--- src/rtl/npc_if.sv ---
// ============================================================================
// Module      : npc_if
// Description : Decode-side bundle for the next-PC generator. The decoder/
//               datapath (master) supplies the control selects, current PC,
//               immediate field and JR source. It receives the next fetch
//               address and the registered link address back.
// Revision    : 1.0 - initial release
// ============================================================================
`default_nettype none

interface npc_if;
   logic        zero;    // ALU equality flag (rs == rt)
   logic        ifbeq;   // current instruction is BEQ
   logic        j;       // current instruction is J
   logic        jal;     // current instruction is JAL
   logic        jr;      // current instruction is JR
   logic [31:0] pc;      // current fetch address
   logic [25:0] imm26;   // instr[25:0]; [15:0] is the branch offset
   logic [31:0] rd1;     // GPR[rs], JR target
   logic [31:0] spc;     // registered link address
   logic [31:0] npc;     // next fetch address

   modport master (
      output zero, ifbeq, j, jal, jr, pc, imm26, rd1,
      input  spc, npc
   );

   modport slave (
      input  zero, ifbeq, j, jal, jr, pc, imm26, rd1,
      output spc, npc
   );
endinterface

`default_nettype wire

--- src/rtl/npc_unit.sv ---
// ============================================================================
// Module      : npc_unit
// Description : MIPS-style next-PC generator. Selects the next fetch address
//               combinationally (JR > J/JAL > taken BEQ > PC+4) and keeps a
//               registered link address captured on JAL for write-back to $ra.
//               Optional macro NPC_DELAY_SLOT_EN: branch-delay-slot link
//               (link = pc + 8); jump/branch targets stay relative to pc + 4.
// Revision    : 1.0 - initial release
// ============================================================================
`default_nettype none

module npc_unit #(
   parameter logic [31:0] RESET_SPC = 32'h0000_0000
) (
   input  wire logic clk,
   input  wire logic rst_n,
   npc_if.slave      bus
);

   logic [31:0] seq_w;
   logic [31:0] boff_w;
   logic [31:0] btgt_w;
   logic [31:0] jtgt_w;
   logic [31:0] link_w;
   logic [31:0] npc_w;
   logic [31:0] spc_d;
   logic [31:0] spc_q;

   // Candidate targets; all arithmetic wraps modulo 2^32.
   assign seq_w  = bus.pc + 32'd4;
   assign boff_w = {{14{bus.imm26[15]}}, bus.imm26[15:0], 2'b00};
   assign btgt_w = seq_w + boff_w;
   assign jtgt_w = {seq_w[31:28], bus.imm26, 2'b00};

`ifdef NPC_DELAY_SLOT_EN
   // With a delay slot the return skips the slot instruction.
   assign link_w = bus.pc + 32'd8;
`else
   assign link_w = seq_w;
`endif

   // Priority select of the next fetch address; illegal multi-selects resolve by priority.
   always_comb begin
      npc_w = seq_w;
      if (bus.jr) begin
         npc_w = bus.rd1;
      end else if (bus.jal || bus.j) begin
         npc_w = jtgt_w;
      end else if (bus.ifbeq && bus.zero) begin
         npc_w = btgt_w;
      end
   end

   // Link capture only on JAL, otherwise hold.
   always_comb begin
      spc_d = spc_q;
      if (bus.jal) begin
         spc_d = link_w;
      end
   end

   // Link register with asynchronous active-low reset.
   always_ff @(posedge clk or negedge rst_n) begin
      if (!rst_n) begin
         spc_q <= RESET_SPC;
      end else begin
         spc_q <= spc_d;
      end
   end

   assign bus.npc = npc_w;
   assign bus.spc = spc_q;

endmodule

`default_nettype wire

--- src/flat_wrapper.sv ---
// flat-port wrapper written by rule: the top's interface ports become plain ports
module npc_unit_flat 
#(
   parameter logic [31:0] RESET_SPC = 32'h0000_0000
)
  (clk, rst_n, bus_zero, bus_ifbeq, bus_j, bus_jal, bus_jr, bus_pc, bus_imm26, bus_rd1, bus_spc, bus_npc);
  npc_if bus_i ();
  input  wire logic clk;
  input  wire logic rst_n;
  input wire logic [$bits(bus_i.zero)-1:0] bus_zero;
  input wire logic [$bits(bus_i.ifbeq)-1:0] bus_ifbeq;
  input wire logic [$bits(bus_i.j)-1:0] bus_j;
  input wire logic [$bits(bus_i.jal)-1:0] bus_jal;
  input wire logic [$bits(bus_i.jr)-1:0] bus_jr;
  input wire logic [$bits(bus_i.pc)-1:0] bus_pc;
  input wire logic [$bits(bus_i.imm26)-1:0] bus_imm26;
  input wire logic [$bits(bus_i.rd1)-1:0] bus_rd1;
  output wire logic [$bits(bus_i.spc)-1:0] bus_spc;
  output wire logic [$bits(bus_i.npc)-1:0] bus_npc;
  assign bus_i.zero = bus_zero;
  assign bus_i.ifbeq = bus_ifbeq;
  assign bus_i.j = bus_j;
  assign bus_i.jal = bus_jal;
  assign bus_i.jr = bus_jr;
  assign bus_i.pc = bus_pc;
  assign bus_i.imm26 = bus_imm26;
  assign bus_i.rd1 = bus_rd1;
  assign bus_spc = bus_i.spc;
  assign bus_npc = bus_i.npc;
  npc_unit #(.RESET_SPC(RESET_SPC)) u_core (.clk(clk), .rst_n(rst_n), .bus(bus_i));
endmodule
--- config.mk ---
export PLATFORM = sky130hd
export DESIGN_NAME = npc_unit_flat
export DESIGN_NICKNAME = d
export VERILOG_FILES = /design/src/rtl/npc_if.sv /design/src/rtl/npc_unit.sv /design/src/flat_wrapper.sv
export SDC_FILE = /design/constraint.sdc
export NUM_CORES = 1
export LEC_CHECK = 0
export CELL_PAD_IN_SITES_DETAIL_PLACEMENT = 1
export CELL_PAD_IN_SITES_GLOBAL_PLACEMENT = 1
export CORE_AREA = 2 2 126 128
export DETAILED_ROUTE_END_ITERATION = 10
export DIE_AREA = 0 0 128 130
export PLACE_DENSITY = 0.79
export REMOVE_ABC_BUFFERS = 1
export SYNTH_ARGS = -nofsm -noshare
export SYNTH_HDL_FRONTEND = slang
export SYNTH_SLANG_ARGS = --single-unit
--- constraint.sdc ---
create_clock -name clk -period 3.8 [get_ports clk]
set_input_delay 0.38 -clock clk [delete_from_list [all_inputs] [get_ports clk]]
set_output_delay 0.38 -clock clk [all_outputs]
set_load 0.01 [all_outputs]
# ---- Yosys cells after proc, flatten, opt, wreduce, memory -nomap -nowiden
# Cells that the tools add are included.
dict set report word_totals {
  elab_cells 8
  inputBits 97
  out_inout_bits 64
  reg_bits 32
}
dict set report op_classes {
  add_sub_neg 2
  n_mux 3
  n_reduce_logical 2
}
# cell count
set ops {}
lappend ops {{two-way mux 32 bit} 3}
lappend ops {{adder 32 x 3 -> 32 bit, second input constant} 1}
lappend ops {{adder 32 bit} 1}
lappend ops {{logical AND 1 bit} 1}
lappend ops {{logical OR 1 bit} 1}

# ---- Logic depth before layout (Yosys ltp)
dict set report logic_depth {
  word_depth 5
  ltp_mapped 18
  mapped_depth_nobuf 16
}

# ---- Worst setup path before layout
# OpenSTA, ideal clock, no wires.
dict set report synth_timing {
  path_type {input to output}
  startpoint {input port bus_pc[2]}
  endpoint {output port bus_npc[31]}
  path_stages 17
  arrival_ns 3.403
  required_time_ns 3.420
  slack_ns 0.017
  n_path_buf 2
  cell_sequence {ha_1 nand3_1 or3_1 buf_2 nor2_2 nand2_1 xnor2_1 ha_1 clkbuf_1 nand2_1 o21ai_0 a22oi_1 o21ai_0 mux2i_1 nand2_1 xor2_1 o21ai_0}
}
dict set report synth_between {
  elab_chain_len 5
}
# element line
set synth_rtl {}
lappend synth_rtl {{start, declared} flat_wrapper.sv:15} ;# input wire logic [$bits(bus_i.pc)-1:0] bus_pc;
lappend synth_rtl {{adder 32 x 3 -> 32 bit} npc_unit.sv:30} ;# assign seq_w = bus.pc + 32'd4;
lappend synth_rtl {{net u_core.link_w[22]} npc_unit.sv:24} ;# logic [31:0] link_w;
lappend synth_rtl {{adder 32 bit} npc_unit.sv:32} ;# assign btgt_w = seq_w + boff_w;
lappend synth_rtl {{two-way mux 32 bit} npc_unit.sv:49} ;# end else if (bus.ifbeq && bus.zero) begin
lappend synth_rtl {{two-way mux 32 bit} npc_unit.sv:47} ;# end else if (bus.jal || bus.j) begin
lappend synth_rtl {{two-way mux 32 bit} npc_unit.sv:45} ;# if (bus.jr) begin
lappend synth_rtl {{end, declared} flat_wrapper.sv:19} ;# output wire logic [$bits(bus_i.npc)-1:0] bus_npc;
# The timed path passes the listed nets, and every way through them passes these cells.

# ---- Final worst setup path
dict set report layout_timing {
  startpoint {input port bus_pc[3]}
  endpoint {output port bus_npc[31]}
}
# The elaborated chain is that of the path after synthesis.

==> run_results.csv <==
group,metric,value,unit
yosys,ys_seq_area_share,18.4,%
detailed_routing,drc,0,
yosys,synth_most_common_cell,"a21oi_1",
cells_and_area,fin_nets,1076,
critical_path,reg2reg_depth,1,
clock_network,clock-sinks,32,
yosys,async_reset_ff_share,100,%
yosys,muxShareOfSynthArea,4.58,%
timing,period_share,106,%
timing,finClkSkew,0,ns
critical_path,worstSetupStartpointType,"input pin",
yosys,ys_ff_latch,32,
timing,setup_viol,9,
flow_run,maxCapViolations,0,
placement,port_buffers,160,
yosys,synth.avg_cell_area,7.31,um2
cells_and_area,drive_above_1_share,45.9,%
yosys,synth_top_area_share,18.4,%
timing,finalHoldViolCount,0,
die,initial_core_util,28.1,%
placement,gp_congestion,0.878,
detailed_routing,dr.pass1.iters,5,
die,die-area,16600,um2
die,die_w,128,um
global_routing,grt_max_degree,38,
yosys,yosys.area_share.adder,10.8,%
yosys,ys.flop_type,"dfrtp_1",
clock_network,clock_path_buffers,2,
detailed_routing,wl,27900,um
yosys,syn_inst,594,
timing,period_minus_slack,4.03,ns
yosys,yosysTopAreaCell,"dfrtp_1",
yosys,ys_warn_count,0,
critical_path,path_buf_inv,4,
detailed_routing,post_drt_via_cell_ratio,5.67,
cells_and_area,largest_reg_flops,32,
detailed_routing,num_vias,6432,
clock_network,cts_tree,"built",
yosys,synth_cell_types,62,
die,fp-row-count,46,
critical_path,cpMaxStageDelayCell,"or3_4",
pwr,power_density,247,nW/um2
yosys,synthTopCellsByArea,"dfrtp_1 18%, ha_1 10%, a21oi_1 8.5%",
detailed_routing,post_drt_wl_per_cell,24.6,um
detailed_routing,ant_nets,0,
critical_path,max_stage_delay,0.48,ns
placement,placed_cells,1086,
clock_network,clk_pin_slew,0.07,ns
critical_path,critPathKind,"in2out",
critical_path,crit_family,"simple AND/OR/NAND/NOR gates",
placement,dp_hpwl,18000,um
status,violations,"negative setup slack",
clock_network,htreeDepth,2,
cells_and_area,fin_area,8860,um2
yosys,synth_edf_count,0,
status,outcome,"finished with violations",
clock_network,cts_root_buf,"clkbuf_16",
yosys,synthXorXnorAreaFrac,10.3,%
critical_path,required,3.42,ns
timing,rsz0062_at_grt,"true",
timing,post-route-worst-setup-slack,-0.231,ns
cells_and_area,area_delta_synth_final,104,%
detailed_routing,drt-initial-drc-count,368,
die,core_area,15400,um2
global_routing,grt-ovfl-total,0,
critical_path,cp_num_cells,19,
pwr,p_leak,3.78,nW
clock_network,numCtsBuffers,5,
yosys,synth-simple-area-share,21.6,%
hold_path,min_path_type,"in2reg",
critical_path,endpoint_kind,"output port",
cells_and_area,diodes,0,
clock_network,clock_latency,0.29,ns
critical_path,path_cells,"buf_8 -> ha_4 -> nand3_2 -> or3_4 -> buf_4 -> nor3_2 -> nand2_1 -> xor2_2 -> inv_1 -> ha_4 -> nand2_4 -> nor4_4 -> a22oi_2 -> o21ai_4 -> mux2i_1 -> nand2_1 -> xor2_1 -> o21ai_1 -> buf_2",
yosys,synth_area,4340,um2
critical_path,rrSetupSlack,3.00,ns
critical_path,cp_max_fo,5,
hold_path,holdPathStages,3,
pwr,vdd_drop_max,231,uV
timing,worst_slew_pin_slew,0.572,ns
yosys,synth_compound_area_share,28.8,%
placement,dpl-instance-area,7340,um2
cells_and_area,nFillCells,1793,
critical_path,arrival,3.65,ns
die,die-height,130,um
yosys,synth_top_family_by_area,"compound AO/OA/AOI/OAI gates",
global_routing,antenna_found_initial,0,
global_routing,grt_pass1_wl,39400,um
timing,drv_slew,0,
die,io-pin-count,161,
global_routing,track_usage,31.1,%
yosys,yosys-top-cells-count,"74 x a21oi_1, 65 x nand2_1, 61 x nor2_1",
global_routing,grt_pass1_vias,6941,
timing,slew_headroom,61.8,%
cells_and_area,stdcell_count,1135,
timing,fmax,248,MHz
-- repair_timing --
item                       CTS  global route
resized for setup          253           112
setup endpoints to repair   26            24
hold buffers                 0             0
buffers inserted            29            15
pin swaps                   67            58
-- area by class of cell --
| cell class | count | area, um2 | area share, % |
|---|---|---|---|
| clock buffer | 5 | 125 | 1.41 |
| inverter | 31 | 116 | 1.31 |
| sequential | 32 | 801 | 9.04 |
| timing repair buffer | 371 | 3090 | 34.8 |
| clock inverter | 3 | 46.3 | 0.523 |
| tap | 192 | 240 | 2.71 |
| multi-input combinational | 501 | 4440 | 50.2 |
-- power breakdown --
part	total (mW)	internal (mW)	switching (mW)
combinational	1.27	0.629	0.639
clock	0.525	0.313	0.212
sequential	0.397	0.374	0.0222
total	2.19	1.32	0.873
-- metal layers --
layer / global-route usage (%) / vias up / share of wire [%]
met3: 6.72 / 103 / 5.8
met4: 17.1 / 0 / 5.8
met2: 57.6 / 289 / 51
li1: - / 2850 / -
met5: 0 / - / 0
met1: 33.1 / 3190 / 38
-- path summary, 6_finish.rpt --
check	end	from
worst max-delay path	bus_npc[31]	bus_pc[3]
worst min-delay path	u_core.bus.spc[3]$_DFFE_PN0P_	bus_pc[2]
worst max register to register	u_core.bus.spc[16]$_DFFE_PN0P_	u_core.bus.spc[16]$_DFFE_PN0P_
worst min register to register	u_core.bus.spc[17]$_DFFE_PN0P_	u_core.bus.spc[17]$_DFFE_PN0P_
max in group asynchronous	u_core.bus.spc[17]$_DFFE_PN0P_	rst_n
min in group asynchronous	u_core.bus.spc[2]$_DFFE_PN0P_	rst_n
-- logic make-up after synthesis --
family,count (synthesis)
adder cells (fa/ha/maj),37
AND/OR/NAND/NOR,196
multiplexers,18
flip-flops,32
XOR/XNOR,50
buffers and inverters,61
AO/OA/AOI/OAI,200
-- layout by cell type, fill, tap and decap left out, drive strengths merged, types with 27 or more instances in the layout --
cell type / Yosys / routed
buf: 4 / 236
nand2: 65 / 65
a21oi: 77 / 77
xnor2: 27 / 27
ha: 36 / 36
dfrtp: 32 / 32
nor2: 62 / 62
clkdlybuf4s50: 0 / 111
o21ai: 47 / 47
inv: 31 / 32
-- worst min-delay path: stages --
cell and delay (ns):
buf_8 0.08, ha_4 0.16, mux2_2 0.15
-- per-stage QoR --
step / setup TNS, ns / worst slack, ns / power [mW] / hold WS [ns] / util (%)
after floorplan: 0 / 0.0927 / 0.805 / 0.0844 / -
after detailed placement: -23.80 / -1.40 / 1.41 / 0.496 / 47.6
after CTS: -0.0601 / -0.0249 / 2.03 / 0.495 / 54.6
after global routing: -3.09 / -0.365 / 2.27 / 0.506 / 57.4
after global placement: -21.75 / -1.29 / 1.37 / 0.489 / 47.6
final: -1.02 / -0.231 / 2.19 / 0.489 / 57.4
Note: power is estimated with default switching activity, not from simulation.
